===== config.mk =====
export PLATFORM = sky130hd
export DESIGN_NAME = mult_job_arbiter
export DESIGN_NICKNAME = d
export VERILOG_FILES = /design/src/rtl/mult_arb_pkg.sv /design/src/rtl/mult_job_arbiter_rr_arb2.sv /design/src/rtl/mult_job_arbiter.sv
export SDC_FILE = /design/constraint.sdc
export NUM_CORES = 1
export LEC_CHECK = 0
export ABC_CLOCK_PERIOD_IN_PS = 4750
export BUFFER_PORTS_ARGS = -buffer_cell sky130_fd_sc_hd__buf_2
export CAP_MARGIN = 25
export CORE_MARGIN = 1
export CORE_UTILIZATION = 47
export DETAILED_ROUTE_END_ITERATION = 8
export PLACE_DENSITY = 0.87
export SLEW_MARGIN = 25
export SYNTH_ARGS = -nofsm -noshare
export SYNTH_HDL_FRONTEND = slang
export SYNTH_SLANG_ARGS = --single-unit

===== constraint.sdc =====
create_clock -name clk -period 4.75 [get_ports clk]
set_input_delay 0.7125 -clock clk [delete_from_list [all_inputs] [get_ports clk]]
set_output_delay 0.7125 -clock clk [all_outputs]
set_load 0.03 [all_outputs]

===== src/rtl/mult_arb_pkg.sv =====
// Shared types and constants for the multiplier job arbiter.
package mult_arb_pkg;

  localparam int OPW                = 8;
  localparam int PRW                = 16;
  localparam int TIMEOUT_CYCLES_DEF = 15;

  typedef enum logic [1:0] {
    ST_IDLE   = 2'd0,
    ST_LAUNCH = 2'd1,
    ST_WAIT   = 2'd2,
    ST_RESP   = 2'd3
  } state_t;

endpackage


===== src/rtl/mult_job_arbiter_rr_arb2.sv =====
// Two-requester round-robin grant: a lone valid requester always wins,
// a tie goes to the requester selected by prio (0 = req0, 1 = req1).
module rr_arb2 (
  input  logic [1:0] valid,
  input  logic       prio,
  output logic [1:0] grant
);

  // One-hot grant; the two terms are mutually exclusive by construction.
  always_comb begin
    grant = 2'b00;
    if (valid[0] && (!valid[1] || !prio)) grant[0] = 1'b1;
    if (valid[1] && (!valid[0] ||  prio)) grant[1] = 1'b1;
  end

endmodule


===== src/rtl/mult_job_arbiter.sv =====
// Arbitrates two operand requesters onto a single 8x8 multiplier, one job
// in flight, and returns the product tagged with the owner's index.
// Optional WAIT timeout: define MULT_ARB_TIMEOUT_EN.
//
//   state     | meaning
//   ----------+-----------------------------------------------------
//   ST_IDLE   | grant a requester, capture its operands and index
//   ST_LAUNCH | one-cycle mult_start pulse
//   ST_WAIT   | operands held, waiting for mult_done (or timeout)
//   ST_RESP   | response presented until rsp_ready
module mult_job_arbiter
  import mult_arb_pkg::*;
#(
  parameter int TIMEOUT_CYCLES = TIMEOUT_CYCLES_DEF
) (
  input  logic           clk,
  input  logic           reset_a,
  input  logic           req0_valid,
  output logic           req0_ready,
  input  logic [OPW-1:0] req0_a,
  input  logic [OPW-1:0] req0_b,
  input  logic           req1_valid,
  output logic           req1_ready,
  input  logic [OPW-1:0] req1_a,
  input  logic [OPW-1:0] req1_b,
  output logic           mult_start,
  output logic [OPW-1:0] mult_a,
  output logic [OPW-1:0] mult_b,
  input  logic           mult_done,
  input  logic [PRW-1:0] mult_product,
  output logic           rsp_valid,
  input  logic           rsp_ready,
  output logic           rsp_id,
  output logic [PRW-1:0] rsp_product,
  output logic           rsp_err,
  output logic           busy
);

  if (TIMEOUT_CYCLES < 1) begin : g_bad_timeout
    $error("TIMEOUT_CYCLES must be at least 1");
  end

  state_t         state_q, state_d;
  logic           prio_q, prio_d;
  logic [OPW-1:0] mult_a_q, mult_a_d;
  logic [OPW-1:0] mult_b_q, mult_b_d;
  logic           rsp_id_q, rsp_id_d;
  logic [PRW-1:0] rsp_product_q, rsp_product_d;
  logic [1:0]     grant;
  logic           accept;
  logic           timeout_hit;

  rr_arb2 u_rr_arb2 (
    .valid ({req1_valid, req0_valid}),
    .prio  (prio_q),
    .grant (grant)
  );

  // reset_a gates ready so nothing is offered while reset is held.
  assign req0_ready  = grant[0] & (state_q == ST_IDLE) & reset_a;
  assign req1_ready  = grant[1] & (state_q == ST_IDLE) & reset_a;
  assign accept      = req0_ready | req1_ready;

  assign mult_start  = (state_q == ST_LAUNCH);
  assign rsp_valid   = (state_q == ST_RESP);
  assign busy        = (state_q != ST_IDLE);
  assign mult_a      = mult_a_q;
  assign mult_b      = mult_b_q;
  assign rsp_id      = rsp_id_q;
  assign rsp_product = rsp_product_q;

`ifdef MULT_ARB_TIMEOUT_EN
  localparam int CW = $clog2(TIMEOUT_CYCLES + 1);

  logic [CW-1:0] cnt_q, cnt_d;
  logic          rsp_err_q, rsp_err_d;

  // Counts WAIT cycles; cleared in LAUNCH so it starts at zero on WAIT entry.
  always_comb begin
    cnt_d = cnt_q;
    if (state_q == ST_LAUNCH)    cnt_d = '0;
    else if (state_q == ST_WAIT) cnt_d = cnt_q + CW'(1);
  end

  // Fires on the last allowed WAIT cycle; mult_done has priority in the FSM.
  assign timeout_hit = (state_q == ST_WAIT) && (cnt_q == CW'(TIMEOUT_CYCLES - 1));

  // Error flag follows the way WAIT was left.
  always_comb begin
    rsp_err_d = rsp_err_q;
    if (state_q == ST_WAIT) begin
      if (mult_done)        rsp_err_d = 1'b0;
      else if (timeout_hit) rsp_err_d = 1'b1;
    end
  end

  // Timeout counter and error flag registers.
  always_ff @(posedge clk or negedge reset_a) begin
    if (!reset_a) begin
      cnt_q     <= '0;
      rsp_err_q <= 1'b0;
    end else begin
      cnt_q     <= cnt_d;
      rsp_err_q <= rsp_err_d;
    end
  end

  assign rsp_err = rsp_err_q;
`else
  assign timeout_hit = 1'b0;
  assign rsp_err     = 1'b0;
`endif

  // Next-state and datapath capture.
  always_comb begin
    state_d       = state_q;
    prio_d        = prio_q;
    mult_a_d      = mult_a_q;
    mult_b_d      = mult_b_q;
    rsp_id_d      = rsp_id_q;
    rsp_product_d = rsp_product_q;
    case (state_q)
      ST_IDLE: begin
        if (accept) begin
          mult_a_d = grant[1] ? req1_a : req0_a;
          mult_b_d = grant[1] ? req1_b : req0_b;
          rsp_id_d = grant[1];
          state_d  = ST_LAUNCH;
        end
      end
      ST_LAUNCH: state_d = ST_WAIT;
      ST_WAIT: begin
        if (mult_done) begin
          rsp_product_d = mult_product;
          state_d       = ST_RESP;
        end else if (timeout_hit) begin
          rsp_product_d = '0;
          state_d       = ST_RESP;
        end
      end
      ST_RESP: begin
        if (rsp_ready) begin
          prio_d  = ~rsp_id_q;
          state_d = ST_IDLE;
        end
      end
      default: state_d = ST_IDLE;
    endcase
  end

  // State and datapath registers.
  always_ff @(posedge clk or negedge reset_a) begin
    if (!reset_a) begin
      state_q       <= ST_IDLE;
      prio_q        <= 1'b0;
      mult_a_q      <= '0;
      mult_b_q      <= '0;
      rsp_id_q      <= 1'b0;
      rsp_product_q <= '0;
    end else begin
      state_q       <= state_d;
      prio_q        <= prio_d;
      mult_a_q      <= mult_a_d;
      mult_b_q      <= mult_b_d;
      rsp_id_q      <= rsp_id_d;
      rsp_product_q <= rsp_product_d;
    end
  end

endmodule


# After elaboration in Yosys (flattened, before gate mapping)
# Index checks and enable logic that the tools add are counted.
op_classes:
  mux: 8
  n_bitwise: 6
  eq_ne: 6
  reduce_logical: 13
ops:
  columns: ["cell", "count"]
  rows:
  - ["8-bit two-way mux", 2]
  - ["2-bit one-hot mux with 4 select lines", 1]
  - ["2-bit two-way mux", 3]
  - ["2-bit AND reduction", 3]
  - ["1-bit AND", 4]
  - ["2-bit == test, second input constant", 2]
  - ["2-bit inequality test, second input constant", 2]
  - ["1-bit logical NOT", 3]
  - ["3-bit AND reduction", 1]
  - ["2-bit by 1-bit == test with 1-bit output, second input constant", 1]
  - ["1-bit logical AND", 2]
  - ["2-bit logical NOT", 1]
  - ["1-bit logical OR", 2]
  - ["1-bit two-way mux", 2]
  - ["2-bit by 1-bit inequality test with 1-bit output, second input constant", 1]
  - ["2-bit nonzero test", 1]
  - ["1-bit NOT", 1]
  - ["1-bit bitwise OR", 1]
word_totals:
  wordCells: 39
  regBits: 36

# Depth between registers and ports, before layout
# Gate-level depths: netlist of the first run.
logic_depth:
  depth_word: 9
  mapped_depth: 6
  depth_no_buf: 5

# By module
# Synthesis of the first run repeated with hierarchy kept, for this count alone.
hier_totals:
  hier_cells: 132
  area_unflattened_um2: 1614.0
by_module_without_submodules:
  columns: ["mod", "area_per_inst_um2", "instances", "cells_each", "seq_area_each_um2"]
  rows:
  - ["mult_job_arbiter", 1595.3, 1, 129, 900.9]
  - ["rr_arb2", 18.8, 1, 3, 0.0]

# Worst setup path before layout of the first run
# OpenSTA, ideal clock, no wires.
synth_path:
  path_type: "input-to-output"
  start: "input req0_valid"
  end: "output req1_ready"
  arrival_ns: 1.706
  path_stages: 5
  path_buffers: 2
  setup_slack_ns: 2.331
  path_cell_list: "nand2b_1 clkbuf_1 buf_2 nand2_1 nor2_1"
synth_between:
  elab_chain_cells: 6
synth_rtl:
  columns: ["item", "line", "source"]
  rows:
  - ["start: declaration", "mult_job_arbiter.sv:18", "input logic req0_valid,"]
  - ["1-bit logical NOT", "mult_job_arbiter_rr_arb2.sv:13", "if (valid[1] && (!valid[0] || prio)) grant[1] = 1'b1;"]
  - ["1-bit logical OR", "mult_job_arbiter_rr_arb2.sv:13", null]
  - ["1-bit logical AND", "mult_job_arbiter_rr_arb2.sv:13", null]
  - ["1-bit two-way mux", "mult_job_arbiter_rr_arb2.sv:13", null]
  - ["1-bit AND (2 in a row)", "mult_job_arbiter.sv:61", "assign req1_ready = grant[1] & (state_q == ST_IDLE) & reset_a;"]
  - ["end: declaration", "mult_job_arbiter.sv:23", "output logic req1_ready,"]
# Every way passes these cells.

# Final worst setup path of the first run
layout_path:
  start: "input reset_a"
  end: "output req1_ready"
layout_between:
  elab_chain_cells: 1
layout_rtl:
  columns: ["item", "line", "source"]
  rows:
  - ["start: declaration", "mult_job_arbiter.sv:17", "input logic reset_a,"]
  - ["1-bit AND", "mult_job_arbiter.sv:61", null]
# Every way passes these cells.

==> impl_metrics.ini, run 1 <==
[run_status]
status = finished clean

[route]
via_per_inst = 5.377
drc = 0
drt-initial-drc-count = 64
final_antenna_net_count = 0
dr.pass1.iters = 4
num_vias = 1484
wirelength_um = 3919
wire_per_inst_um = 14.20

[yosys]
yosysMostFrequentCell = dfrtp_1
syn_area_per_cell_um2 = 11.85
ys_warn_count = 0
ys_seq_area_share_pct = 53.93
synthArstFlopShare_pct = 100.0
synth.distinct_cells = 23
synthFlopType = dfrtp_1
netlist_top_cells_area = dfrtp_1, mux2_2, a2bb2oi_1
synth-edff-count = 0
synth_area_um2 = 1670
synth_common_cells = dfrtp_1, a31oi_1, a2bb2oi_1, mux2_2, o21ai_0
netlist.area_leader.share_pct = 53.93
yosys.area.top_type = dfrtp_1
synthCells = 141
synth_seq_cells = 36
syn_nets = 200

[finish]
fillers = 310
regArea_um2 = 900.9
drive_gt1_share_pct = 50.87
syn2layout_area_growth_pct = 33.33
final_nets = 288
multi_input_area_um2 = 691.9
postLayoutCellArea_um2 = 2227
stdcell_count = 276
antennaDiodeCount = 0

[critical_path]
r2r_end = state_q[1]
crit_end = req1_ready
crit_path_start_kind = primary input
cp.arrival_ns = 1.91
worstPathMaxFanout = 39
crit_start = reset_a
cp.required_ns = 4.04
crit-reg2reg-launch = state_q[0]
rrSetupSlack_ns = 2.73
rr_worst_depth = 5
setup.worst_path.class = in -> out
crit_path_end_kind = primary output

[placed_design]
io_buffers = 91
placed_cells = 268
dpl.hpwl_um = 2893
postPlaceCellArea_um2 = 2132
pre_cts_ws_ns = 2.032
gp_routability_congestion = 0.9352

[die]
initial_core_util_pct = 49.67
die_h_um = 61.62
io_pins = 93
rows = 21
core_area_um2 = 3363
die_width_um = 61.62
die-area_um2 = 3796

[cts]
cts_buffer_depth = 2
cts_tree = built
cts_max_level = 2
numClockSinks = 36
cts_buffers = 5
clk_latency_ns = 0.33
cts_root_buffer = clkbuf_4
post_cts_buffers = 0
cts_hold_buf = 0
cts_resized = 0
clk_pin_slew_ns = 0.10

[timing]
slew_violations = 0
setup_violations = 0
post-route-period-util_pct = 55.20
hold_violations = 0
fmax_mhz = 381.4
fin_crit_ns = 2.622
fin_ws_ns = 2.128
worstMarginPinSlew_ns = 0.8406
slew_headroom_pct = 43.96
fin_skew_ns = 0.005219
fin_tns_setup_ns = 0
rsz0062_at_grt = no

[power_and_ir_drop]
peakVddDrop_mv = 0.3927
power_leakage_uw = 0.001119
finalPower_uw = 1643
power_density_nw_per_um2 = 737.6

[global_routing]
grt_start_max_net_pins = 40
grt_overflow_total = 0
track_usage_pct = 23.18
grt_pass1_vias = 1489
grt_pass1_wl_um = 6265
antenna_found_initial = 0

[run]
maxCapViolations = 0

[min_path]
hp-class = in -> async
flip-flops by register name, indices dropped and copies added, names as in the netlist:
signal       flops
mult_a           8
state_q          2
rsp_product     16
mult_b           8
rsp_id           1
prio_q           1
kinds of logic after synthesis:
logic type	synth area share [%]
AOI/OAI and AO/OA	22.25
DFF	53.93
muxes	12.06
buffers and inverters	4.645
and+or+nand+nor	3.147
adders and majority gates	3.745
other	0.2245
worst max-delay path, cell delays in order:
cell and delay, ns:
buf_2 0.64, nand2_1 0.22, nor2_1 0.12, buf_2 0.20
area by class of cell:
class	instances	area share, %
sequential	36	40.45
multi-input combinational	88	31.07
timing repair buffer	91	20.45
clock buffer	7	2.921
tap	46	2.584
clock inverter	1	1.348
inverter	7	1.180
layer usage:
layer  vias to the layer above  track usage, %  wire length (um)
met2                        82           41.78              1980
li1                        695               -                 -
met1                       701           24.59              1562
met5                         -               0                 0
met4                         0           10.16                49
met3                         6           7.563               325
power by group:
group,internal [uW],leakage (uW),switching [uW],total (uW)
logic,310,0.000654,550,860
registers,463,0.000414,84.5,547
clock network,140,0.0000515,96.1,236
total,912,0.00112,731,1640
cell usage in the layout (no fill, tap or decap):
master	synthesis	layout
inv_1	7	7
mux2_2	16	16
o2bb2ai_1	1	1
buf_2	2	91
and2b_1	1	1
nor2_1	3	3
a2bb2oi_1	16	16
mux2i_1	1	1
nand2b_1	1	1
clkbuf_8	0	2
nand2_1	4	4
conb_1	1	1
a222oi_1	1	1
o21ai_0	16	16
clkbuf_4	0	5
o211ai_4	1	1
ha_1	5	5
a21oi_1	1	1
a31oi_1	17	17
dfrtp_1	36	36
nand4_1	1	1
bufinv_16	0	1
nor2_2	1	1
mux2_1	1	1
how the worst min path moves through the flow:
stage,end,cells past startpoint
after floorplan,mult_a[0],0
final,rsp_product[5],1
after detailed placement,rsp_product[2],1
after global placement,prio_q,1
after CTS,rsp_product[10],1
after global routing,rsp_product[9],1
stage by stage:
stage / hold slack [ns] / util (%)
final: 0.4835 / 66.22
after CTS: 0.4991 / 66.22
after global routing: 0.5220 / 66.22
after floorplan: 0.4169 / -
after global placement: 0.4898 / 63.39
after detailed placement: 0.4883 / 63.39
No activity file was read; power rests on OpenSTA's default activity.
==> run 2: changes to the inputs <==
- ABC_AREA: default -> 1
- ABC_CLOCK_PERIOD_IN_PS: 4750 -> 2600
- CORE_UTILIZATION: 47 -> 46
- PLACE_DENSITY: 0.87 -> 0.83
- clock period: 4.75 -> 2.6 ns (I/O delays scaled with it)
==> run 2 against run 1 <==
Effect of this change:
- non-clock buffer count increased by 3
- critical path depth increased by 3
- sequential power increased by 83%
- via count increased by 4.3%
- wire length decreased by 0.89%
- critical path type is now reg -> out
==> impl_metrics.ini, run 2 <==
[cts]
cts_resized = 0
cts_buffers = 5
post_cts_buffers = 0
cts_max_level = 2
cts_root_buffer = clkbuf_8
clk_pin_slew_ns = 0.07
cts_hold_buf = 0
numClockSinks = 36
cts_tree = built
cts_buffer_depth = 2
clk_latency_ns = 0.28

[die]
die_h_um = 65.98
core_area_um2 = 3799
initial_core_util_pct = 49.57
io_pins = 93
die-area_um2 = 4353
die_width_um = 65.98
rows = 22

[critical_path]
crit_path_start_kind = flip-flop
rr_worst_depth = 8
critPathSlowestCell = dfrtp_1
crit_path_end_kind = primary output
cpPeakStageDelay_ns = 0.42
worstPathMaxFanout = 20
cp.arrival_ns = 1.86
setup.worst_path.class = reg -> out
cp.required_ns = 2.21
path_cells = inv_1 > ha_1 > nand2_2 > nor2_2 > nand2_2 > inv_1 > buf_2

[yosys]
synth-adder-area-share_pct = 3.322
syn_area_per_cell_um2 = 10.35
synth_compound_area_share_pct = 9.967
ys_warn_count = 0
synth_xor_area_share_pct = 0
synthCells = 182
synth_seq_cells = 36
syn_nets = 241
synthArstFlopShare_pct = 100.0
netlist_top_cells_area = dfrtp_1, mux2_2, nand2_1
synth_top_family_by_area = simple AND/OR/NAND/NOR gates
yosys.area_share.simple_pct = 18.60
netlist.area_leader.share_pct = 47.84
synth_common_cells = nand2_1, dfrtp_1, inv_1
synth-edff-count = 0
synth.distinct_cells = 21
yosys.area.top_type = dfrtp_1
yosysMostFrequentCell = nand2_1
ys_seq_area_share_pct = 47.84
synthMuxAreaShare_pct = 9.568
synth_area_um2 = 1883
synthFlopType = dfrtp_1

[finish]
fillers = 320
syn2layout_area_growth_pct = 28.11
antennaDiodeCount = 0
final_nets = 332
fin_util_pct = 63.50
mostFrequentLayoutCells = buf_2, nand2_1, dfrtp_1, inv_1, mux2_2
largest_reg_flops = 16
drive_gt1_share_pct = 52.55
regArea_um2 = 900.9
layout_commonest_cell = buf_2
postLayoutCellArea_um2 = 2412
multi_input_area_um2 = 784.5
stdcell_count = 322

[timing]
post-route-period-util_pct = 86.35
fin_skew_ns = 0.008818
fin_crit_ns = 2.245
slew_violations = 0
worstMarginPinSlew_ns = 0.5097
slew_headroom_pct = 65.90
fin_tns_setup_ns = 0
rsz0062_at_grt = no
fmax_mhz = 445.4
setup_violations = 0
hold_violations = 0

[min_path]
hp-class = in -> async

[route]
drc = 0
num_vias = 1548
wirelength_um = 3884
wire_per_inst_um = 12.06
dr.pass1.iters = 4
final_antenna_net_count = 0
via_per_inst = 4.807
drt-initial-drc-count = 64

[global_routing]
grt_pass1_vias = 1479
grt_start_max_net_pins = 37
antenna_found_initial = 0
grt_pass1_wl_um = 6196
grt_overflow_total = 0
track_usage_pct = 19.10

[power_and_ir_drop]
peakVddDrop_mv = 0.5576
power_leakage_uw = 0.001401
finalPower_uw = 2988
power_density_nw_per_um2 = 1238

[run]
maxCapViolations = 0

[placed_design]
gp_routability_congestion = 0.7262
placed_cells = 314
dpl.hpwl_um = 3079
io_buffers = 91
postPlaceCellArea_um2 = 2325

[run_status]
status = finished clean
[run 2: report_power, final]
part           internal (uW)  switching, uW
Combinational            548           1060
Clock                    186            192
Sequential               842            158
Total                   1580           1410
[run 2: critical path: cells and delay by family (launching register included)]
family,cells,cell delay (ns)
buffers and inverters,3,0.44
DFF,1,0.42
and+or+nand+nor,3,0.47
adders and majority gates,1,0.23
[run 2: routing by layer]
metal  track usage (%)  share of wire, %  vias to the layer above
li1                  -                 -                      765
met1             20.11                41                      694
met2             33.80                47                       80
met3             6.724                10                        9
met4             8.777               2.0                        0
met5                 0                 0                        -
[run 2: cells by family (layout without fill, tap and decap cells)]
family                   after synthesis  count (layout)
adder cells (fa/ha/maj)                5               5
multiplexers                          16              16
other                                  1               1
buffers and inverters                 37             129
flip-flops                            36              36
AO/OA/AOI/OAI                         19              19
AND/OR/NAND/NOR                       68              68
[run 2: worst paths after layout]
check                                  from  slack, ns              end
max                              state_q[0]       0.35       req0_ready
min                                 reset_a       0.18           rsp_id
max reg2reg                      state_q[0]       0.74        mult_b[5]
min reg2reg                  rsp_product[4]       0.50   rsp_product[4]
max in group asynchronous           reset_a       2.10   rsp_product[6]
min in group clk           mult_product[15]       0.34  rsp_product[15]
[run 2: final cells by class]
type                    count  area share (%)
clock inverters             3          0.7780
multi-input cells         109           32.52
inverters                  27           4.201
flip-flops and latches     36           37.34
clock buffers               5           2.853
repair buffers             94           19.81
well taps                  48           2.490
[run 2: per-stage QoR]
| step | worst slack, ns | hold WS [ns] |
|---|---|---|
| finish | 0.3550 | 0.1760 |
| global route | 0.1880 | 0.2108 |
| CTS | 0.3412 | 0.1853 |
| detailed placement | 0.6592 | 0.4865 |
| global placement | 0.7281 | 0.4824 |
| floorplan | 0.8107 | 0.09441 |
==> run 3: changes to the inputs <==
- CORE_UTILIZATION: 46 -> 40
- PLACE_DENSITY: 0.83 -> 0.74
==> run 3 against run 2 <==
Effect of this change:
- the flow now finishes with violations (design-rule violations)
- die area is 15% higher
- register-to-register slack worse by 0.06 ns
- via count down 2.0%
- sequential power about the same
- total power up 9.9%
- global-route usage decreased by 2.5 points
- highest routed layer unchanged
==> impl_metrics.ini, run 3 (synthesized netlist as in run 2, its figures left out) <==
[critical_path]
rr_worst_depth = 9
crit_path_end_kind = primary output
path_cells = inv_1 > ha_1 > nand2_2 > inv_1 > nand3_2 > inv_1 > buf_2
cpPeakStageDelay_ns = 0.43
setup.worst_path.class = reg -> out
critPathSlowestCell = dfrtp_1
rrSetupSlack_ns = 0.68
cp.arrival_ns = 1.76
crit_path_start_kind = flip-flop
cp.required_ns = 2.21
crit_top_cell = inv_1
r2r_end = mult_b[0]
worstPathMaxFanout = 12
crit-reg2reg-launch = state_q[0]

[route]
via_per_inst = 4.639
wl_met3_um = 294
final_antenna_net_count = 0
wirelength_um = 3823
routed-wl-met2_um = 1826
drc = 18
num_vias = 1517
dr.max_layer_used = met4
dr.pass1.iters = 6
drt-initial-drc-count = 61
wire_per_inst_um = 11.69
met1Wirelength_um = 1655

[run]
maxCapViolations = 0

[die]
rows = 24
die_width_um = 70.61
initial_core_util_pct = 42.37
core_area_um2 = 4444
die-area_um2 = 4986
die_h_um = 70.61
io_pins = 93

[finish]
drive_gt1_share_pct = 52.73
largest_reg_flops = 16
mostFrequentLayoutCells = buf_2, nand2_1, dfrtp_1, inv_1, mux2_2
final_nets = 333
syn2layout_area_growth_pct = 32.56
postLayoutCellArea_um2 = 2496
layout_commonest_cell = buf_2
antennaDiodeCount = 0

[cts]
cts_tree = built
cts_hold_buf = 0
cts_max_level = 2
cts_buffer_depth = 2
post_cts_buffers = 0
numClockSinks = 36
cts_resized = 0
clk_pin_slew_ns = 0.07
clk_latency_ns = 0.28
cts_buffers = 5
cts_root_buffer = clkbuf_8

[timing]
fin_crit_ns = 2.151
rsz0062_at_grt = no
slew_violations = 0
fmax_mhz = 464.8
setup_violations = 0
fin_tns_setup_ns = 0
post-route-period-util_pct = 82.74
fin_skew_ns = 0.003483
holdWs_ns = 0.1745
hold_violations = 0

[placed_design]
io_buffers = 91
postPlaceCellArea_um2 = 2337
dpl.hpwl_um = 2890
gp_routability_congestion = 0.6957

[run_status]
violations = design-rule violations
status = finished with violations

[power_and_ir_drop]
peakVddDrop_mv = 0.6045
power_density_nw_per_um2 = 1316
power_leakage_uw = 0.001435

[global_routing]
antenna_found_initial = 0
grt_overflow_total = 0
grt_pass1_vias = 1438
grt_start_max_net_pins = 37
grt_pass1_wl_um = 6430
track_usage_pct = 16.55

[min_path]
hp-class = in -> async
-- run 3: worst max path at each step --
stage                from         end  slack (ns)
2_1_floorplan  state_q[0]  req1_ready        0.81
3_3_place_gp   state_q[0]   mult_b[0]        0.80
3_5_place_dp   state_q[0]   mult_b[0]        0.69
4_1_cts        state_q[0]  req1_ready        0.43
5_1_grt        state_q[0]  req1_ready        0.30
6_report       state_q[0]  req1_ready        0.45
-- run 3: cell type report --
type                    count  area [um^2]
clock buffers               5        68.82
flip-flops and latches     36        900.9
fillers                   411         1948
multi-input cells         109        784.5
well taps                  52        65.06
inverters                  27        101.3
repair buffers             95        485.5
clock inverters             3        90.09
-- run 3: critical path, delay by kind of cell, from the launching register on --
family | cells | cell delay (ns)
fa+ha+maj | 1 | 0.23
buf+inv | 4 | 0.54
flops | 1 | 0.43
simple gates | 2 | 0.29
-- run 3: metal layers --
layer	vias to the layer above	GRT usage [%]
met3	7	4.986
met5	-	0
li1	773	-
met4	0	6.000
met2	68	28.26
met1	669	19.93
-- run 3: where the power goes --
part / switching, uW / leakage [uW] / internal [uW]
registers: 157 / 0.000435 / 841
logic: 1060 / 0.000922 / 550
clock network: 200 / 0.0000784 / 480
-- run 3: stage by stage --
stage / std cells / setup WS [ns] / total power [uW] / utilization, %
after global routing: 327 / 0.2961 / 3490 / 56.17
after CTS: 327 / 0.4289 / 3331 / 56.17
final: 327 / 0.4486 / 3284 / 56.17
after detailed placement: 319 / 0.6874 / 2638 / 52.59
after global placement: 319 / 0.8029 / 2601 / 52.59
after floorplan: 182 / 0.8107 / 2210 / -
